==> src/rtl/lsq_issue_sched.sv <==
// lsq_issue_sched -- issue scheduler for the SRB load queue.
//
// Entries are allocated in order at w_ptr, which lsq_ptr_gen supplies. Each
// entry steps through FREE -> WAIT/RDY -> ISSUED -> FREE. Every cycle the
// oldest RDY entry, counted from bottom_ptr with wrap, is loaded into a
// registered valid/ready memory request. Entries are freed out of order when
// their memory response arrives.
//
// Ports:
//   clk, rst_n                   clock, async active-low reset
//   alloc_valid/alloc_rdy        allocation request; operands already ready
//   alloc_ready, alloc_ptr       allocation accepted; index of allocated slot
//   wake_valid, wake_ptr         operand-ready notification for a WAIT entry
//   mem_req_valid/ready/ptr      registered memory request handshake
//   mem_resp_valid, mem_resp_ptr memory response (frees an ISSUED entry)
//   w_req_valid                  to lsq_ptr_gen: advance w_ptr
//   r_req_valid, r_req_ptr       to lsq_ptr_gen: entry freed
//   entry_valid                  to lsq_ptr_gen: per-entry non-FREE flags
//   w_ptr, bottom_ptr            from lsq_ptr_gen: write slot, oldest slot
//   occ_cnt                      number of non-FREE entries
//   resp_err                     sticky: response to an entry not in ISSUED

// Per-entry state machine. The four request strobes are qualified here
// against the current state, so the caller may assert them unconditionally.
module lsq_issue_entry (
  input  logic clk,
  input  logic rst_n,
  input  logic alloc_i,
  input  logic alloc_rdy_i,
  input  logic wake_i,
  input  logic issue_i,
  input  logic free_i,
  output logic valid_o,
  output logic rdy_o,
  output logic issued_o
);
  typedef enum logic [1:0] {
    ST_FREE   = 2'd0,
    ST_WAIT   = 2'd1,
    ST_RDY    = 2'd2,
    ST_ISSUED = 2'd3
  } st_e;

  st_e state_q, state_d;

  always_ff @(posedge clk or negedge rst_n) begin
    if (!rst_n) state_q <= ST_FREE;
    else        state_q <= state_d;
  end

  always_comb begin
    state_d = state_q;
    case (state_q)
      ST_FREE:   if (alloc_i) state_d = alloc_rdy_i ? ST_RDY : ST_WAIT;
      ST_WAIT:   if (wake_i)  state_d = ST_RDY;
      ST_RDY:    if (issue_i) state_d = ST_ISSUED;
      ST_ISSUED: if (free_i)  state_d = ST_FREE;
      default:   state_d = ST_FREE;
    endcase
  end

  assign valid_o  = (state_q != ST_FREE);
  assign rdy_o    = (state_q == ST_RDY);
  assign issued_o = (state_q == ST_ISSUED);
endmodule

module lsq_issue_sched #(
  parameter  int SRB_DEPTH       = 8,
  parameter  int MAX_OUTSTANDING = 4,
  localparam int PTR_W           = $clog2(SRB_DEPTH)
) (
  input  logic                 clk,
  input  logic                 rst_n,
  input  logic                 alloc_valid,
  input  logic                 alloc_rdy,
  output logic                 alloc_ready,
  output logic [PTR_W-1:0]     alloc_ptr,
  input  logic                 wake_valid,
  input  logic [PTR_W-1:0]     wake_ptr,
  output logic                 mem_req_valid,
  input  logic                 mem_req_ready,
  output logic [PTR_W-1:0]     mem_req_ptr,
  input  logic                 mem_resp_valid,
  input  logic [PTR_W-1:0]     mem_resp_ptr,
  output logic                 w_req_valid,
  output logic                 r_req_valid,
  output logic [PTR_W-1:0]     r_req_ptr,
  output logic [SRB_DEPTH-1:0] entry_valid,
  input  logic [PTR_W-1:0]     w_ptr,
  input  logic [PTR_W-1:0]     bottom_ptr,
  output logic [PTR_W:0]       occ_cnt,
  output logic                 resp_err
);
  localparam logic [PTR_W:0] MAX_OUT = (PTR_W+1)'(MAX_OUTSTANDING);

  logic [SRB_DEPTH-1:0] is_vld, is_rdy, is_iss;
  logic [SRB_DEPTH-1:0] alloc_en, wake_en, issue_en, free_en;

  logic                 mem_req_valid_q, mem_req_valid_d;
  logic [PTR_W-1:0]     mem_req_ptr_q, mem_req_ptr_d;
  logic [PTR_W:0]       out_q, out_d;
  logic [PTR_W:0]       occ_q, occ_d;
  logic                 err_q, err_d;

  logic                 alloc_fire, resp_ok, held_hit, load;
  logic                 pick_found;
  logic [PTR_W-1:0]     pick_ptr, scan_idx;

  // Allocation is strictly in order: only slot w_ptr is ever considered.
  assign alloc_ready = ~is_vld[w_ptr];
  assign alloc_fire  = alloc_valid & alloc_ready;
  assign alloc_ptr   = w_ptr;
  assign w_req_valid = alloc_fire;

  // A response to the entry still sitting unaccepted in the request
  // register is a protocol error even though that entry is ISSUED.
  assign held_hit    = mem_req_valid_q & (mem_req_ptr_q == mem_resp_ptr);
  assign resp_ok     = mem_resp_valid & is_iss[mem_resp_ptr] & ~held_hit;
  assign r_req_valid = resp_ok;
  assign r_req_ptr   = mem_resp_ptr;

  // Oldest-first select: walk from bottom_ptr upward, wrapping naturally in
  // PTR_W bits. The held entry is ISSUED already, but it is excluded
  // explicitly so the pick never aliases the register contents.
  always_comb begin
    pick_found = 1'b0;
    pick_ptr   = '0;
    scan_idx   = '0;
    for (int k = 0; k < SRB_DEPTH; k++) begin
      scan_idx = bottom_ptr + PTR_W'(k);
      if (!pick_found && is_rdy[scan_idx] &&
          !(mem_req_valid_q && scan_idx == mem_req_ptr_q)) begin
        pick_found = 1'b1;
        pick_ptr   = scan_idx;
      end
    end
  end

  // The outstanding count already includes the entry in the request
  // register, so the cap bounds issued-but-unanswered entries overall.
  assign load = (~mem_req_valid_q | mem_req_ready) & pick_found & (out_q < MAX_OUT);

  for (genvar g = 0; g < SRB_DEPTH; g++) begin : g_ent
    assign alloc_en[g] = alloc_fire & (w_ptr == PTR_W'(g));
    assign wake_en[g]  = wake_valid & (wake_ptr == PTR_W'(g));
    assign issue_en[g] = load & (pick_ptr == PTR_W'(g));
    assign free_en[g]  = resp_ok & (mem_resp_ptr == PTR_W'(g));

    lsq_issue_entry u_ent (
      .clk        (clk),
      .rst_n      (rst_n),
      .alloc_i    (alloc_en[g]),
      .alloc_rdy_i(alloc_rdy),
      .wake_i     (wake_en[g]),
      .issue_i    (issue_en[g]),
      .free_i     (free_en[g]),
      .valid_o    (is_vld[g]),
      .rdy_o      (is_rdy[g]),
      .issued_o   (is_iss[g])
    );
  end

  always_comb begin
    mem_req_valid_d = mem_req_valid_q;
    mem_req_ptr_d   = mem_req_ptr_q;
    if (load) begin
      mem_req_valid_d = 1'b1;
      mem_req_ptr_d   = pick_ptr;
    end else if (mem_req_ready) begin
      mem_req_valid_d = 1'b0;
    end

    out_d = out_q;
    case ({load, resp_ok})
      2'b10:   out_d = out_q + 1'b1;
      2'b01:   out_d = out_q - 1'b1;
      default: out_d = out_q;
    endcase

    occ_d = occ_q;
    case ({alloc_fire, resp_ok})
      2'b10:   occ_d = occ_q + 1'b1;
      2'b01:   occ_d = occ_q - 1'b1;
      default: occ_d = occ_q;
    endcase

    err_d = err_q | (mem_resp_valid & ~resp_ok);
  end

  always_ff @(posedge clk or negedge rst_n) begin
    if (!rst_n) begin
      mem_req_valid_q <= 1'b0;
      mem_req_ptr_q   <= '0;
      out_q           <= '0;
      occ_q           <= '0;
      err_q           <= 1'b0;
    end else begin
      mem_req_valid_q <= mem_req_valid_d;
      mem_req_ptr_q   <= mem_req_ptr_d;
      out_q           <= out_d;
      occ_q           <= occ_d;
      err_q           <= err_d;
    end
  end

  assign mem_req_valid = mem_req_valid_q;
  assign mem_req_ptr   = mem_req_ptr_q;
  assign entry_valid   = is_vld;
  assign occ_cnt       = occ_q;
  assign resp_err      = err_q;
endmodule

==> config.mk <==
export PLATFORM = sky130hd
export DESIGN_NAME = lsq_issue_sched
export DESIGN_NICKNAME = d
export VERILOG_FILES = /design/src/rtl/lsq_issue_sched.sv
export SDC_FILE = /design/constraint.sdc
export NUM_CORES = 1
export LEC_CHECK = 0
export CORE_MARGIN = 4
export CORE_UTILIZATION = 52
export DETAILED_ROUTE_END_ITERATION = 16
export PLACE_DENSITY_LB_ADDON = 0.2
export REMOVE_ABC_BUFFERS = 1
export SYNTH_ARGS = -nofsm -noshare
export SYNTH_HDL_FRONTEND = slang
export SYNTH_SLANG_ARGS = --single-unit
==> constraint.sdc <==
create_clock -name clk -period 3.2 [get_ports clk]
set_input_delay 0.96 -clock clk [delete_from_list [all_inputs] [get_ports clk]]
set_output_delay 0.96 -clock clk [all_outputs]
set_load 0.1 [all_outputs]
==> metrics.txt <==
post-synth cell types 74; H-tree depth 2; Sequential Area 725.7 sq um; CP most frequent cell buf_4; Worst Tran Pin Value 731.7 ps; Synth Warn # 0; Final ANT Viol Nets 0; synthesis-to-finish area growth 55.09%; critical path class in2reg; die height 93.58 microns; Peak Freq 254.9 MHz; share of cells above drive strength 1 47.74%; Synth Instances 406; largest delay contributor family on the critical path simple AND/OR/NAND/NOR gates; drt pass-1 iters 6; Critical Path Max Stage Delay 560 ps; Post-Syn Area 3809 sq um; CTS Buffer Depth 2; ys async rst share 100.0%; top_reg_cell synth dfrtp_1; pin count of the biggest net entering global routing 30; # IOs 45; Avg Inst Size Synth 9.381 sq um; Bufs and invs on worst path 4; Initial Util 54.85%; Clock Skew 9.439 ps; Post-DP Area 5097 sq um; final worst path period share 122.6%; FILL cells 347; Design Area, Final 5907 sq um; CP arrival 4130 ps; die area 8757 sq um; Final #Nets 633; Worst Hold Depth 1; final wirelength 14.71 mm; IO Port Bufs 44; crit-path max FO 6; CP Capture Type flip-flop; startpoint types input pin; vias in the first global route 4364; CTS tree built; Sinks on Clock Net 29; Setup-failing EPs final 24; Final Non-Filler Cells 670; dpl cells 633; crit path cell chain buf_8 -> inv_4 -> ha_4 -> buf_4 -> xor2_2 -> o311ai_1 -> and2_4 -> buf_4 -> nand4_2 -> nor2_4 -> a2111oi_4 -> or4_4 -> o32ai_4 -> mux2i_1; GRT overflow 0; Synth area leaders dfrtp_1 19%, ha_1 13%, mux2i_1 7.6%; stages on the worst setup path 14; n_diodes 0; area of the multi-input gates 3153 sq um; initial antenna violation count 0; post-synthesis sequential area ratio 19.05%; max_cap viols 0; GRT Overall Usage 30.45%; root buffer cell clkbuf_8; class of the worst hold path reg2reg; setup TNS -11480 ps; unrepaired setup endpoints after global routing true; vias after detailed routing 4301; Critical Path RT 3400 ps; Num CTS Buffers 5; Final min period 3924 ps; outcome finished with violations; Synth area leader dfrtp_1; failing checks setup timing; vias per cell 6.419; starting DRC count in detailed routing 420; first-pass GRT wire length 20.86 mm; Core Region 6944 sq um; Seq cells post-synth 29; clock-pin slew on the worst setup and hold paths 80 ps; Post-synth EDFFs 0; reg2reg path depth 15; Worst path slowest cell or4_4; Final WS setup -723.7 ps; Final Hold Vio Count 0; Horiz. Die Dim 93.58 microns; Final Core Density 85.06%; routed len/inst 21.96 microns; row cnt 30; Placer Congestion 0.9151; DP Wirelength 9.078 mm; DRC viols 0; Slew Limit Fails 0; Post-CTS Hold Fix Bufs 0; Clock Latency Late Sink 300 ps; share of the synthesized area in the top cell type 19.05%; Max-slew headroom 51.07%
## metrics by stage
| stage | setup slack (ps) | hold WS [ps] |
|---|---|---|
| 2_1_floorplan | -1342 | 443.0 |
| 3_3_place_gp | -1425 | 457.1 |
| 3_5_place_dp | -1482 | 466.0 |
| 4_1_cts | -469.8 | 475.2 |
| 5_1_grt | -753.1 | 497.2 |
| 6_report | -723.7 | 479.4 |
## logic make-up after synthesis
group,count (synthesis),synth area share (%)
AOI/OAI and AO/OA,102,22.08
xor gates and xnor gates,22,5.421
adders and majority gates,41,13.67
buffers and inverters,70,9.461
DFF,29,19.05
muxes,44,15.70
and+or+nand+nor,98,14.62
## per-layer routing
| layer | vias up | part of all wire, % | track usage [%] |
|---|---|---|---|
| met3 | 119 | 8.1 | 4.827 |
| met1 | 2035 | 37 | 35.84 |
| li1 | 1825 | - | - |
| met5 | - | 0 | 0 |
| met4 | 0 | 7.2 | 16.61 |
| met2 | 322 | 47 | 52.71 |
## cells in the mapped netlist (all sizes together), types with 9 or more instances
cell type  number
o32ai           9
nand2b         10
xor2           14
nand3          12
mux4           11
mux2i          29
nand2          18
o21ai          32
ha             40
a21oi          13
dfrtp          29
buf            26
inv            40
nor2           24
## worst reg2reg max path, stage by stage (launching register included)
cell and delay (ps):
dfrtp_1 410, inv_2 70, ha_1 310, nor2_1 110, buf_4 150, a221oi_2 330
nand4_2 260, buf_6 210, nand4_2 130, nor2_4 70, buf_4 130, buf_4 140
a2111oi_4 490, o21ai_2 180, o32ai_4 350, mux2i_1 260
## final timing paths
path	start	endpoint	slack [ps]
worst max-delay path	bottom_ptr[1]	g_ent[7].u_ent.state_q[0]	-720
worst min-delay path	out_q[3]	out_q[3]	480
worst max register to register	g_ent[7].u_ent.state_q[0]	g_ent[4].u_ent.state_q[0]	-500
worst min register to register	out_q[3]	out_q[3]	480
max in group asynchronous	rst_n	g_ent[2].u_ent.state_q[1]	1850
min in group asynchronous	rst_n	g_ent[5].u_ent.state_q[1]	1060
## area by class of cell
cell class | count | area share [%]
Sequential cell | 29 | 12.29
Clock inverter | 3 | 0.2965
Clock buffer | 5 | 1.165
Inverter | 40 | 2.669
Timing Repair Buffer | 189 | 28.17
Tap cell | 96 | 2.033
Multi-Input combinational cell | 308 | 53.38
## repair_timing
item                       4_1_cts  5_1_grt
setup buffers                   20        8
pin swaps                       32       22
gates resized for setup         80       54
setup endpoints to repair       30       27
gates cloned                     1        1
## sequential cells by signal, indices dropped and copies added, names as in the netlist
name                 cells
resp_err                 1
out_q                    4
mem_req_valid            1
mem_req_ptr              3
occ_cnt                  4
g_ent.u_ent.state_q     16
## layout by cell type (no fill, tap or decap), types with 14 or more instances in the layout
| master | n |
|---|---|
| buf_4 | 146 |
| buf_6 | 14 |
| dfrtp_1 | 29 |
| ha_1 | 29 |
| inv_1 | 34 |
| mux2i_1 | 28 |
| nand2_1 | 17 |
| nor2_1 | 21 |
| o21ai_0 | 21 |
Power is left out: the tool's default activity adds up to more than one toggle a clock period on the data nets, which glitch-free logic cannot reach.
